--- src/rtl/addr_region_decoder_pkg.sv ---
// rtl/addr_region_decoder_pkg.sv - shared types and constants for the address region decoder
package addr_region_decoder_pkg;

    typedef enum logic [2:0] {
        IDLE = 3'd0,
        WAIT = 3'd1,
        ACK  = 3'd2,
        MISS = 3'd3,
        BERR = 3'd4
    } decoder_state_t;

    localparam int CFG_MATCH_W = 8;
    localparam int CFG_WAIT_W  = 3;

    typedef struct packed {
        logic [CFG_MATCH_W-1:0] match;
        logic [CFG_MATCH_W-1:0] mask;
        logic [CFG_WAIT_W-1:0]  wait_states;
    } region_cfg_t;

    // Top levels index cs_n by these names rather than raw numbers.
    localparam int REGION_ROM       = 0;
    localparam int REGION_WORK      = 1;
    localparam int REGION_SCREEN0   = 2;
    localparam int REGION_SCREEN1   = 3;
    localparam int REGION_PALETTE   = 4;
    localparam int REGION_IO        = 5;
    localparam int REGION_SOUND     = 6;
    localparam int REGION_SAVESTATE = 7;

    function automatic int idx_width(input int n);
        return (n > 1) ? $clog2(n) : 1;
    endfunction

endpackage

--- src/rtl/addr_region_match.sv ---
// rtl/addr_region_match.sv - combinational mask/match compare with lowest-index priority
module addr_region_match
    import addr_region_decoder_pkg::*;
#(
    parameter int                     NUM_REGIONS = 16,
    parameter int                     ADDR_W      = 24,
    parameter int                     MATCH_W     = 8,
    parameter logic [NUM_REGIONS-1:0] SS_ONLY     = '0
) (
    input  logic [ADDR_W-1:0]                 addr_i,
    input  logic                              ss_override_i,
    input  logic [NUM_REGIONS*MATCH_W-1:0]    cfg_match_i,
    input  logic [NUM_REGIONS*MATCH_W-1:0]    cfg_mask_i,
    input  logic [NUM_REGIONS-1:0]            cfg_enable_i,
    output logic                              hit_o,
    output logic [idx_width(NUM_REGIONS)-1:0] win_o,
    output logic [NUM_REGIONS-1:0]            onehot_o
);

    localparam int IDX_W = idx_width(NUM_REGIONS);

    logic [MATCH_W-1:0]     addr_hi;
    logic [NUM_REGIONS-1:0] hits;

    assign addr_hi = addr_i[ADDR_W-1 -: MATCH_W];

    generate
        if (ADDR_W > MATCH_W) begin : g_low_bits
            logic unused_low_addr;
            assign unused_low_addr = ^addr_i[ADDR_W-MATCH_W-1:0];
        end
    endgenerate

    always_comb begin
        hits = '0;
        for (int i = 0; i < NUM_REGIONS; i++) begin
            hits[i] = cfg_enable_i[i]
                    & ((addr_hi & cfg_mask_i[i*MATCH_W +: MATCH_W]) == cfg_match_i[i*MATCH_W +: MATCH_W])
                    & (~SS_ONLY[i] | ss_override_i);
        end
    end

    // Isolating the lowest set bit gives the priority winner as a one-hot vector.
    assign onehot_o = hits & (~hits + NUM_REGIONS'(1));
    assign hit_o    = |hits;

    always_comb begin
        win_o = '0;
        for (int i = NUM_REGIONS - 1; i >= 0; i--) begin
            if (hits[i]) begin
                win_o = IDX_W'(i);
            end
        end
    end

endmodule

--- src/rtl/addr_region_decoder.sv ---
// rtl/addr_region_decoder.sv - registered chip-select decoder with wait states, DTACK and bus error
module addr_region_decoder
    import addr_region_decoder_pkg::*;
#(
    parameter int                     NUM_REGIONS = 16,
    parameter int                     ADDR_W      = 24,
    parameter int                     MATCH_W     = 8,
    parameter int                     WAIT_W      = 3,
    parameter int                     BERR_CYCLES = 64,
    parameter logic [NUM_REGIONS-1:0] SS_ONLY     = '0
) (
    input  logic                              clk,
    input  logic                              reset,
    input  logic                              cpu_as_n,
    input  logic [1:0]                        cpu_ds_n,
    input  logic [ADDR_W-1:0]                 cpu_word_addr,
    input  logic                              ss_override,
    input  logic [NUM_REGIONS*MATCH_W-1:0]    cfg_match,
    input  logic [NUM_REGIONS*MATCH_W-1:0]    cfg_mask,
    input  logic [NUM_REGIONS*WAIT_W-1:0]     cfg_wait,
    input  logic [NUM_REGIONS-1:0]            cfg_enable,
    input  logic [NUM_REGIONS-1:0]            ext_ready,
    output logic [NUM_REGIONS-1:0]            cs_n,
    output logic [idx_width(NUM_REGIONS)-1:0] region_idx,
    output logic                              dtack_n,
    output logic                              berr_n
);

    localparam int IDX_W  = idx_width(NUM_REGIONS);
    localparam int BERR_W = idx_width(BERR_CYCLES);
    localparam int CNT_W  = (WAIT_W > BERR_W) ? WAIT_W : BERR_W;

    decoder_state_t         state_q;
    logic [CNT_W-1:0]       cnt_q;
    logic                   armed_q;
    logic [IDX_W-1:0]       win_q;
    logic [NUM_REGIONS-1:0] onehot_q;
    logic [NUM_REGIONS-1:0] cs_n_q;
    logic [IDX_W-1:0]       region_idx_q;
    logic                   dtack_n_q;
    logic                   berr_n_q;

    logic                   m_hit;
    logic [IDX_W-1:0]       m_win;
    logic [NUM_REGIONS-1:0] m_onehot;
    logic [WAIT_W-1:0]      sel_wait;
    logic                   strobe;

    addr_region_match #(
        .NUM_REGIONS (NUM_REGIONS),
        .ADDR_W      (ADDR_W),
        .MATCH_W     (MATCH_W),
        .SS_ONLY     (SS_ONLY)
    ) u_match (
        .addr_i        (cpu_word_addr),
        .ss_override_i (ss_override),
        .cfg_match_i   (cfg_match),
        .cfg_mask_i    (cfg_mask),
        .cfg_enable_i  (cfg_enable),
        .hit_o         (m_hit),
        .win_o         (m_win),
        .onehot_o      (m_onehot)
    );

    assign sel_wait = cfg_wait[int'(m_win)*WAIT_W +: WAIT_W];
    assign strobe   = ~cpu_as_n & ~&cpu_ds_n;

    // armed_q marks the first cycle after decode: chip select is driven there,
    // and counting starts only on the following cycle.
    always_ff @(posedge clk) begin
        if (reset) begin
            state_q      <= IDLE;
            cnt_q        <= '0;
            armed_q      <= 1'b0;
            win_q        <= '0;
            onehot_q     <= '0;
            cs_n_q       <= '1;
            region_idx_q <= '0;
            dtack_n_q    <= 1'b1;
            berr_n_q     <= 1'b1;
        end else begin
            case (state_q)
                IDLE: begin
                    cs_n_q    <= '1;
                    dtack_n_q <= 1'b1;
                    berr_n_q  <= 1'b1;
                    armed_q   <= 1'b0;
                    if (strobe) begin
                        win_q    <= m_win;
                        onehot_q <= m_onehot;
                        if (m_hit) begin
                            cnt_q   <= CNT_W'(sel_wait);
                            state_q <= WAIT;
                        end else begin
                            cnt_q   <= CNT_W'(BERR_CYCLES - 1);
                            state_q <= MISS;
                        end
                    end
                end
                WAIT: begin
                    if (cpu_as_n) begin
                        state_q <= IDLE;
                        cs_n_q  <= '1;
                    end else if (!armed_q) begin
                        armed_q      <= 1'b1;
                        cs_n_q       <= ~onehot_q;
                        region_idx_q <= win_q;
                    end else if (cnt_q != '0) begin
                        cnt_q <= cnt_q - 1'b1;
                    end else if (ext_ready[win_q]) begin
                        state_q   <= ACK;
                        dtack_n_q <= 1'b0;
                    end
                end
                ACK: begin
                    if (cpu_as_n) begin
                        state_q <= IDLE;
                    end
                end
                MISS: begin
                    if (cpu_as_n) begin
                        state_q <= IDLE;
                    end else if (!armed_q) begin
                        armed_q <= 1'b1;
                    end else if (cnt_q != '0) begin
                        cnt_q <= cnt_q - 1'b1;
                    end else begin
                        state_q  <= BERR;
                        berr_n_q <= 1'b0;
                    end
                end
                BERR: begin
                    if (cpu_as_n) begin
                        state_q <= IDLE;
                    end
                end
                default: state_q <= IDLE;
            endcase
        end
    end

    assign cs_n       = cs_n_q;
    assign region_idx = region_idx_q;
    assign dtack_n    = dtack_n_q;
    assign berr_n     = berr_n_q;

endmodule

--- config.mk ---
export PLATFORM = sky130hd
export DESIGN_NAME = addr_region_decoder
export DESIGN_NICKNAME = d
export VERILOG_FILES = /design/src/rtl/addr_region_decoder_pkg.sv /design/src/rtl/addr_region_match.sv /design/src/rtl/addr_region_decoder.sv
export SDC_FILE = /design/constraint.sdc
export NUM_CORES = 1
export LEC_CHECK = 0
export ABC_AREA = 1
export BUFFER_PORTS_ARGS = -buffer_cell sky130_fd_sc_hd__buf_2
export CAP_MARGIN = 30
export CORE_AREA = 8 8 146 148
export DETAILED_ROUTE_END_ITERATION = 10
export DIE_AREA = 0 0 154 156
export PLACE_DENSITY_LB_ADDON = 0.3
export SETUP_SLACK_MARGIN = 0.05
export SLEW_MARGIN = 25
export SYNTH_ARGS = -nofsm -noshare
export SYNTH_HDL_FRONTEND = slang
export SYNTH_SLANG_ARGS = --single-unit
--- constraint.sdc ---
create_clock -name clk -period 8 [get_ports clk]
set_input_delay 2 -clock clk [delete_from_list [all_inputs] [get_ports clk]]
set_output_delay 2 -clock clk [all_outputs]
set_load 0.02 [all_outputs]
==> results of run 1 <==
-- power by group through the flow --
stage	sequential, mW	clock, mW	combinational (mW)
floorplan	0.417	0	0.459
global placement	0.388	0	0.703
detailed placement	0.390	0	0.711
CTS	0.385	0.224	0.714
global route	0.394	0.236	0.794
finish	0.384	0.218	0.709
-- cell type report --
class	count	area share, %
Clock buffer	5	1.61
Clock inverter	3	0.321
Tap cell	238	3.82
Antenna cell	2	0.0643
Multi-Input combinational cell	747	51.4
Inverter	116	5.62
Sequential cell	52	13.4
Timing Repair Buffer	370	23.8
-- metrics by stage --
| stage | cell area, µm² | hold WS, ns | instances | utilization, % | setup slack, ns |
|---|---|---|---|---|---|
| detailed placement | 7630 | 0.444 | 1523 | 40.0 | 2.89 |
| floorplan | 5760 | 0.439 | 952 | - | 4.04 |
| finish | 7790 | 0.458 | 1533 | 40.8 | 3.18 |
| global placement | 7630 | 0.441 | 1523 | 40.0 | 2.91 |
| global route | 7790 | 0.479 | 1533 | 40.8 | 2.82 |
| CTS | 7780 | 0.463 | 1531 | 40.8 | 3.19 |
-- cells in the mapped netlist (4+ instances only) --
cell type	number
a211o_1	15
a21oi_1	73
a21oi_2	6
buf_2	7
buf_4	7
buf_6	13
clkbuf_1	10
dfxtp_1	52
inv_1	105
inv_2	10
mux2i_1	4
nand2_1	255
nand2_2	5
nand3_1	106
nand3b_1	13
nand4_1	12
nor2_1	57
nor2_2	8
nor3_1	19
nor3_2	8
nor4_1	4
o211ai_1	4
o21a_1	5
o21ai_0	34
o21ai_1	6
or2_2	7
xnor2_1	33
xor2_1	24
-- flip-flops by register name, indices dropped and copies added, names as in the netlist --
signal      count
armed_q         1
berr_n          1
cnt_q           6
cs_n           16
dtack_n         1
onehot_q       16
region_idx      4
state_q         3
win_q           4
-- cell usage in the layout, fill, tap and decap left out, types with 4 or more instances in the layout --
cell,count
buf_2,370
nand2_1,255
nand3_1,106
inv_1,105
a21oi_1,73
nor2_1,57
dfxtp_1,52
o21ai_0,34
xnor2_1,33
xor2_1,24
nor3_1,19
a211o_1,15
nand3b_1,13
nand4_1,12
inv_2,10
nor2_2,8
nor3_2,8
or2_2,7
o21ai_1,6
a21oi_2,6
o21a_1,5
nand2_2,5
clkbuf_16,5
nor4_1,4
o211ai_1,4
mux2i_1,4
-- worst register-to-register path, cell delays in order (launching register included) --
cell      delay (ns)
dfxtp_1         0.37
inv_2           0.06
nor2_4          0.17
inv_2           0.11
nor2_2          0.19
inv_2           0.10
nor2_2          0.50
inv_2           0.12
o21ai_2         0.32
nor2_4          0.15
inv_2           0.27
a21oi_2         0.12
inv_2           0.14
a21oi_2         0.07
a221oi_1        0.26
-- kinds of logic after synthesis --
| kind of cell | share of synthesized area, % |
|---|---|
| simple gates | 41.3 |
| compound gates | 18.3 |
| buf+inv | 12.3 |
| xor+xnor | 8.67 |
| flops | 18.1 |
| mux | 0.891 |
| fa+ha+maj | 0.435 |
-- final timing paths --
kind	from	endpoint	slack (ns)	depth (start not counted)
max	cpu_word_addr[21]	cnt_q[1]$_SDFFE_PP0P_	3.18	16
min	cs_n[8]$_SDFFE_PP1P_	cs_n[8]$_SDFFE_PP1P_	0.46	1
max reg2reg	state_q[0]$_SDFFE_PP0P_	cnt_q[4]$_SDFFE_PP0P_	4.94	14
min reg2reg	cs_n[8]$_SDFFE_PP1P_	cs_n[8]$_SDFFE_PP1P_	0.46	1
-- metal layers --
layer / vias to the layer above / GRT usage (%)
met5: - / 0
met4: 2 / 5.13
met3: 26 / 5.43
met2: 330 / 37.7
met1: 3259 / 22.9
li1: 3827 / -
==> impl_metrics.ini, run 1 <==
[power_and_ir_drop]
power_frac_comb_pct = 54.0
p_int_uw = 722
seq_power_share_pct = 29.3
p_sw_uw = 590
irDropWorstVdd_mv = 0.117
p_sw_share_pct = 45.0
power.density_nw_per_um2 = 168
pwr-share-clk_pct = 16.6
total_leakage_power_nw = 4.09
total_power_mw = 1.31

[cells_and_area]
final_layout_size_suffix_gt1_share_pct = 34.1
layout.area.seq_um2 = 1040
filler_cells = 2119
layout-area-overhead-vs-synth_pct = 35.3
layout.nets = 1660
multiInputGateArea_um2 = 4010

[run_status]
outcome = finished, final reports clean

[detailed_routing]
routedWlPerCell_um = 16.7
met2_wirelength_um = 12800
drt_wl_total_um = 25600
detailroute.via_count = 7444
post_drt_via_cell_ratio = 4.86
drt_drc_violations_left = 0
met3WireLength_um = 2270
maxUsedRoutingLayer = met5
firstDrtPassIters = 5
route.layer.met1.wl_um = 9990
initialDrtViolationCount = 394
ant_nets = 0

[worst_setup_path]
cp_slowest_cell = buf_2
series_of_cell_instances_along_the_critical_path = buf_2 > inv_1 > o21ai_0 > nand4_1 > nor3_2 > nand3_1 > nor2_1 > nor2_4 > nand2_4 > nand2_1 > nand3_1 > nand3_1 > nand3_1 > nand3_1 > nand2_1 > a21oi_2
worst_setup_path_start_kind = input port
slowest_delay_ns = 0.40
crit_path_max_fanout = 27
cp_top_family = simple AND/OR/NAND/NOR gates
critical_path_arrival_ns = 4.98
critPathRequiredTime_ns = 8.15
timing.setup.critical_path_class = in2reg
setup.worst_path.end_class = flop
path_buf_inv = 2
cpMostUsedCell = nand3_1

[place]
portBuffers = 370
hpwlAfterDp_um = 22200
place.gp.congestion = 0.886

[global_routing]
vias_in_the_first_global_route = 7502
grt_overflow = 0
antenna_violations_before_repair = 3
global_route.usage.total_pct = 20.5
first_pass_grt_wire_length_um = 39400
grt_start_max_net_pins = 40

[flow_run]
cap_viol_max_count = 0

[synthesis]
cells_after_synth = 952
netlist_top_cells_area = dfxtp_1, nand2_1, nand3_1
synth.cell_area_um2 = 5760
netlist.area_leader.share_pct = 18.1
synth-edff-count = 0
ys_async_sr_fraction_pct = 0
ys_dominant_reg_cell = dfxtp_1
post_synth.cell_area_avg_um2 = 6.05
ys_seq_elements = 52
netlist-cell-type-count = 58
syn-num-nets = 1320
synth.largest_area_cell = dfxtp_1
synth_seq_area_share_pct = 18.1
synthesis.yosys.warnings = 0

[clock_tree]
tritoncts = yes
tritoncts.num_buffers = 5
cts_num_sinks = 52
cts.reportedPaths.clkPinSlew_ns = 0.07
clk_latency_ns = 0.30
post_cts.repair.setup_buffers = 0
cts_root_buf = clkbuf_16
htree_num_levels = 2
cts_hold_buffers = 0
post_cts.resized_instances = 0
ctsLongestPathBuffers = 2

[floorplan]
io-pin-count = 388
floorplan.die.width_um = 154
initial_utilization_pct = 30.2
die_h_um = 156
design.die.area_um2 = 24000
design.core.area_um2 = 19100
rows = 51

[sta]
worstMarginPinSlew_ns = 0.879
relSlewSlack_pct = 41.4
period_share_pct = 60.3
fmax_mhz = 207
final_setup_violation_count = 0
maxSlewViolCount = 0
rsz0062_at_grt = false
skew_ns = 0.00691
layout_min_cycle_time_ns = 4.82
hold_violations = 0
timing.setup.tns_ns = 0

[worst_hold_path]
timing.hold.worst.class = reg2reg
No activity file was read; power rests on OpenSTA's default activity.
==> run 2: changes to the inputs <==
--- a/config.mk
+++ b/config.mk
@@ -8,9 +8,9 @@
 export ABC_AREA = 1
 export BUFFER_PORTS_ARGS = -buffer_cell sky130_fd_sc_hd__buf_2
 export CAP_MARGIN = 30
-export CORE_AREA = 8 8 146 148
+export CORE_AREA = 8 8 144 146
 export DETAILED_ROUTE_END_ITERATION = 10
-export DIE_AREA = 0 0 154 156
+export DIE_AREA = 0 0 152 154
 export PLACE_DENSITY_LB_ADDON = 0.3
 export SETUP_SLACK_MARGIN = 0.05
 export SLEW_MARGIN = 25
==> constraint.sdc (replaced) <==
create_clock -name clk -period 4.8 [get_ports clk]
set_input_delay 1.2 -clock clk [delete_from_list [all_inputs] [get_ports clk]]
set_output_delay 1.2 -clock clk [all_outputs]
set_load 0.02 [all_outputs]
==> run 2 against run 1 <==
Net effect:
- setup slack worse by 2.2 ns
- global-route usage about the same
- hold slack worse by 0.00078 ns
- count of clock-buffer cells in the layout up 1
- final area up 0.13%
- final cell count about the same
- wire length down 1.4%
- flip-flop and latch count unchanged
- largest cell class unchanged
==> impl_metrics.ini, run 2 (synthesized netlist as in run 1, its figures left out) <==
[detailed_routing]
firstDrtPassIters = 7
drt_wl_total_um = 25200
drt_drc_violations_left = 0
ant_nets = 0
detailroute.via_count = 7417
post_drt_via_cell_ratio = 4.84
initialDrtViolationCount = 419
routedWlPerCell_um = 16.5

[clock_tree]
cts_root_buf = clkbuf_16
post_cts.resized_instances = 0
ctsLongestPathBuffers = 2
post_cts.repair.setup_buffers = 0
htree_num_levels = 2
cts_hold_buffers = 0
clk_latency_ns = 0.29
tritoncts = yes
tritoncts.num_buffers = 5
cts.reportedPaths.clkPinSlew_ns = 0.07
cts_num_sinks = 52

[power_and_ir_drop]
p_sw_uw = 968
total_leakage_power_nw = 4.10
p_sw_share_pct = 44.3
p_int_mw = 1.21
irDropWorstVdd_mv = 0.174
power_frac_comb_pct = 53.8
power.density_nw_per_um2 = 280
pwr-share-clk_pct = 16.9
seq_power_share_pct = 29.3

[sta]
skew_ns = 0.00558
period_share_pct = 79.8
layout_min_cycle_time_ns = 3.83
relSlewSlack_pct = 42.7
maxSlewViolCount = 0
fin_worst_hold_slack_ns = 0.457
final_setup_violation_count = 0
rsz0062_at_grt = false
fmax_mhz = 261
hold_violations = 0
timing.setup.tns_ns = 0
worstMarginPinSlew_ns = 0.859

[worst_setup_path]
worst_setup_path_start_kind = input port
setup.worst_path.end_class = flop
timing.setup.critical_path_class = in2reg
crit_path_max_fanout = 27
setup.reg_to_reg.worst_slack_ns = 1.74
critPathRequiredTime_ns = 4.95
critical_path_arrival_ns = 3.98

[worst_hold_path]
timing.hold.worst.class = reg2reg

[cells_and_area]
final_layout_size_suffix_gt1_share_pct = 34.2
layout.cells.most_common_list = buf_2, nand2_1, nand3_1, inv_1, a21oi_1
layout-area-overhead-vs-synth_pct = 35.5
layout.cells.most_common = buf_2
multiInputGateArea_um2 = 4010
layout.nets = 1661
filler_cells = 2026
layout.area.seq_um2 = 1040
final_core_utilization_pct = 42.3

[floorplan]
initial_utilization_pct = 31.2
die_h_um = 154
io-pin-count = 388
rows = 50
design.core.area_um2 = 18500
floorplan.die.width_um = 152
design.die.area_um2 = 23400

[run_status]
outcome = finished, final reports clean

[global_routing]
first_pass_grt_wire_length_um = 38500
global_route.usage.total_pct = 20.4
antenna_violations_before_repair = 4
vias_in_the_first_global_route = 7390
grt_start_max_net_pins = 40
grt_overflow = 0

[flow_run]
cap_viol_max_count = 0

[place]
portBuffers = 370
place.gp.congestion = 0.884
hpwlAfterDp_um = 22000
==> run 2: cell count changes in the layout (fill, tap and decap cells not counted) <==
| cell | before | now |
|---|---|---|
| diode_2 | 2 | 4 |
| clkbuf_8 | 0 | 1 |
| buf_4 | 0 | 1 |
| clkinvlp_4 | 1 | 0 |
| clkinv_2 | 0 | 1 |
| inv_6 | 2 | 1 |
==> run 2: worst max-delay path, stage by stage <==
cell	delay (ns)
buf_2	0.46
nand2_1	0.20
nand2_1	0.09
o21ai_0	0.09
nor2_1	0.11
nand3_1	0.06
nand3b_1	0.23
nand2_1	0.11
nand2_1	0.05
nand2_1	0.06
nand2_1	0.04
nand2_1	0.07
nand2_1	0.06
nand2_1	0.10
nand2_4	0.18
nand2_4	0.28
nand2_1	0.08
nand3_1	0.10
nand3_1	0.10
nand3_1	0.09
nand3_1	0.08
nand2_1	0.08
a21oi_2	0.05
==> run 2: cell type report <==
cell class                 instances  area share, %
antenna                            4          0.128
clock buffer                       6           1.78
sequential                        52           13.3
tap                              234           3.75
multi-input combinational        747           51.4
clock inverter                     2          0.176
timing repair buffer             371           23.8
inverter                         116           5.62
==> run 2: final timing paths <==
check	startpoint	end	cells after the start
setup / recovery	cpu_word_addr[17]	cnt_q[0]$_SDFFE_PP0P_	23
hold reg to reg	cs_n[8]$_SDFFE_PP1P_	cs_n[8]$_SDFFE_PP1P_	1
setup reg to reg	state_q[0]$_SDFFE_PP0P_	cnt_q[4]$_SDFFE_PP0P_	14
hold / removal	cs_n[8]$_SDFFE_PP1P_	cs_n[8]$_SDFFE_PP1P_	1
==> run 2: metrics by stage <==
step / worst slack, ns / total power, mW / std cells / instance area (µm²)
3_3_place_gp: 0.670 / 1.81 / 1520 / 7640
6_report: 0.971 / 2.18 / 1532 / 7800
5_1_grt: 0.611 / 2.37 / 1532 / 7800
4_1_cts: 0.981 / 2.20 / 1528 / 7790
3_5_place_dp: 0.689 / 1.83 / 1520 / 7640
2_1_floorplan: 1.64 / 1.46 / 952 / 5760
==> run 2: routing by layer <==
| layer | part of all wire (%) | wire (µm) | GRT usage [%] | vias to the layer above |
|---|---|---|---|---|
| met1 | 38 | 9720 | 21.8 | 3224 |
| li1 | - | - | - | 3834 |
| met4 | 1.8 | 465 | 4.71 | 0 |
| met5 | 0 | 0 | 0 | - |
| met3 | 9.8 | 2470 | 7.23 | 36 |
| met2 | 50 | 12600 | 37.9 | 323 |
==> run 2: power groups by stage <==
stage / Clock, mW / Combinational [mW] / Sequential (mW)
floorplan: 0 / 0.764 / 0.695
global placement: 0 / 1.17 / 0.645
detailed placement: 0 / 1.18 / 0.648
CTS: 0.376 / 1.19 / 0.639
global route: 0.398 / 1.32 / 0.657
finish: 0.369 / 1.17 / 0.639
==> run 3: changes to the inputs <==
==> constraint.sdc (replaced) <==
create_clock -name clk -period 4 [get_ports clk]
set_input_delay 1 -clock clk [delete_from_list [all_inputs] [get_ports clk]]
set_output_delay 1 -clock clk [all_outputs]
set_load 0.02 [all_outputs]
==> run 3 against run 2 <==
Net effect:
- combinational power grew 22%
- sequential power increased by 20%
- clock skew rose by 0.0015 ns
- core utilization increased by 0.45 points
- wire length up 0.77%
- via count fell by 0.42%
- final cell count up 0.72%
- first-iteration DRC count decreased by 16%
- hold slack gained 0.0012 ns
- sequential share of layout area fell by 0.14 points
- die area unchanged
==> impl_metrics.ini, run 3 (synthesized netlist as in run 1, its figures left out) <==
[run_status]
outcome = finished, final reports clean

[worst_setup_path]
critPathRequiredTime_ns = 4.15
series_of_cell_instances_along_the_critical_path = buf_2 > nand2_1 > xor2_1 > nand2_1 > nor2_1 > nand3_1 > nand2_1 > nand2_1 > nand2_1 > nand2_1 > nand2_1 > nand2_1 > nand2_1 > nand2_1 > nand2_4 > nand2_4 > nand2_1 > nand2_1 > nand2_1 > nand3_1 > nand3_1 > nand3_1 > nand2_1 > a21oi_2
setup.reg_to_reg.worst_slack_ns = 1.35
slowest_delay_ns = 0.40
path_buf_inv = 1
ff2ff_path_depth = 15
setup.worst_path.end_class = flop
cp_top_family = simple AND/OR/NAND/NOR gates
crit_start = cpu_word_addr[22]
cpMostUsedCell = nand2_1
crit_path_max_fanout = 27
reg2reg_from = state_q[0]$_SDFFE_PP0P_
critical_path_arrival_ns = 3.57
timing.setup.critical_path_class = in2reg
worst_setup_path_start_kind = input port
cp_slowest_cell = buf_2
timing.critical_path.depth = 24
r2r-end = cnt_q[3]$_SDFFE_PP0P_
cp-endpoint = cnt_q[1]$_SDFFE_PP0P_

[clock_tree]
ctsLongestPathBuffers = 2
cts_root_buf = clkbuf_16
cts_hold_buffers = 0
tritoncts.num_buffers = 5
cts_num_sinks = 52
post_cts.repair.setup_buffers = 0
tritoncts = yes
post_cts.resized_instances = 0
clk_latency_ns = 0.30
cts.reportedPaths.clkPinSlew_ns = 0.07
htree_num_levels = 2

[place]
portBuffers = 370
place.gp.congestion = 0.888
place_area_um2 = 7720
placed_cells_incl_taps = 1529
hpwlAfterDp_um = 22200

[sta]
skew_ns = 0.00707
final_setup_violation_count = 0
period_share_pct = 85.4
relSlewSlack_pct = 42.4
rsz0062_at_grt = false
maxSlewViolCount = 0
fmax_mhz = 293
worstMarginPinSlew_ns = 0.864
hold_violations = 0
layout_min_cycle_time_ns = 3.42
timing.setup.tns_ns = 0

[worst_hold_path]
timing.hold.worst.class = reg2reg

[floorplan]
initial_utilization_pct = 31.2
design.core.area_um2 = 18500
design.die.area_um2 = 23400
io-pin-count = 388
floorplan.die.width_um = 152
rows = 50
die_h_um = 154

[power_and_ir_drop]
power_frac_comb_pct = 54.2
total_power_mw = 2.63
p_int_mw = 1.46
power.density_nw_per_um2 = 334
p_sw_mw = 1.17
p_sw_share_pct = 44.6
seq_power_share_pct = 29.2
irDropWorstVdd_mv = 0.233
pwr-share-clk_pct = 16.6
total_leakage_power_nw = 4.14

[detailed_routing]
detailroute.via_count = 7386
ant_nets = 0
post_drt_via_cell_ratio = 4.79
firstDrtPassIters = 5
initialDrtViolationCount = 351
drt_wl_total_um = 25400
routedWlPerCell_um = 16.5
drt_drc_violations_left = 0

[global_routing]
vias_in_the_first_global_route = 7411
global_route.usage.total_pct = 20.7
first_pass_grt_wire_length_um = 39000
grt_start_max_net_pins = 40
antenna_violations_before_repair = 6
grt_overflow = 0

[cells_and_area]
final_layout_size_suffix_gt1_share_pct = 34.6
layout.cells.most_common = buf_2
multiInputGateArea_um2 = 4010
filler_cells = 2032
layout-area-overhead-vs-synth_pct = 36.9
stdcell_area_um2 = 7880
layout.area.seq_um2 = 1040
layoutNonFillerInstCount = 1543
layout.cells.most_common_list = buf_2, nand2_1, nand3_1, inv_1, a21oi_1
layout.nets = 1670

[flow_run]
cap_viol_max_count = 0
==> run 3: worst min-delay path by stage <==
stage | start | to | slack, ns | depth (start not counted)
floorplan | onehot_q[0]$_SDFFE_PP0P_ | onehot_q[0]$_SDFFE_PP0P_ | 0.44 | 2
global placement | cs_n[7]$_SDFFE_PP1P_ | cs_n[7]$_SDFFE_PP1P_ | 0.44 | 1
detailed placement | cs_n[5]$_SDFFE_PP1P_ | cs_n[5]$_SDFFE_PP1P_ | 0.44 | 1
CTS | cs_n[5]$_SDFFE_PP1P_ | cs_n[5]$_SDFFE_PP1P_ | 0.46 | 1
global route | cs_n[1]$_SDFFE_PP1P_ | cs_n[1]$_SDFFE_PP1P_ | 0.48 | 1
finish | cs_n[5]$_SDFFE_PP1P_ | cs_n[5]$_SDFFE_PP1P_ | 0.46 | 1
==> run 3: worst register-to-register path, delay by kind of cell (launching register included) <==
kind	cells	cell delay, ns
compound gates	4	0.74
buf+inv	7	0.94
flops	1	0.36
simple gates	4	0.51
==> run 3: stage by stage <==
stage / hold slack [ns] / util, % / setup WS, ns
after floorplan: 0.439 / - / 1.04
after global placement: 0.441 / 41.8 / 0.285
after detailed placement: 0.444 / 41.8 / 0.275
after CTS: 0.462 / 42.6 / 0.585
after global routing: 0.483 / 42.7 / 0.155
final: 0.459 / 42.7 / 0.583
==> run 3: area by class of cell <==
class	count	area share, %
multi-input combinational	747	50.8
timing repair buffer	380	24.6
sequential	52	13.2
inverter	116	5.56
tap	234	3.71
clock buffer	5	1.59
clock inverter	3	0.318
antenna	6	0.191
==> run 3: metal layers <==
layer | track usage (%) | vias up | routed length [µm]
met2 | 37.5 | 314 | 12600
met1 | 22.7 | 3196 | 9980
li1 | - | 3838 | -
met4 | 7.04 | 0 | 618
met3 | 6.11 | 38 | 2250
met5 | 0 | - | 0
==> run 3: power groups by stage <==
stage          sequential (mW)  combinational [mW]  clock (mW)
6_report                 0.769                1.43       0.437
3_3_place_gp             0.777                1.42           0
3_5_place_dp             0.778                1.44           0
2_1_floorplan            0.834               0.917           0
4_1_cts                  0.768                1.44       0.452
5_1_grt                  0.789                1.61       0.478
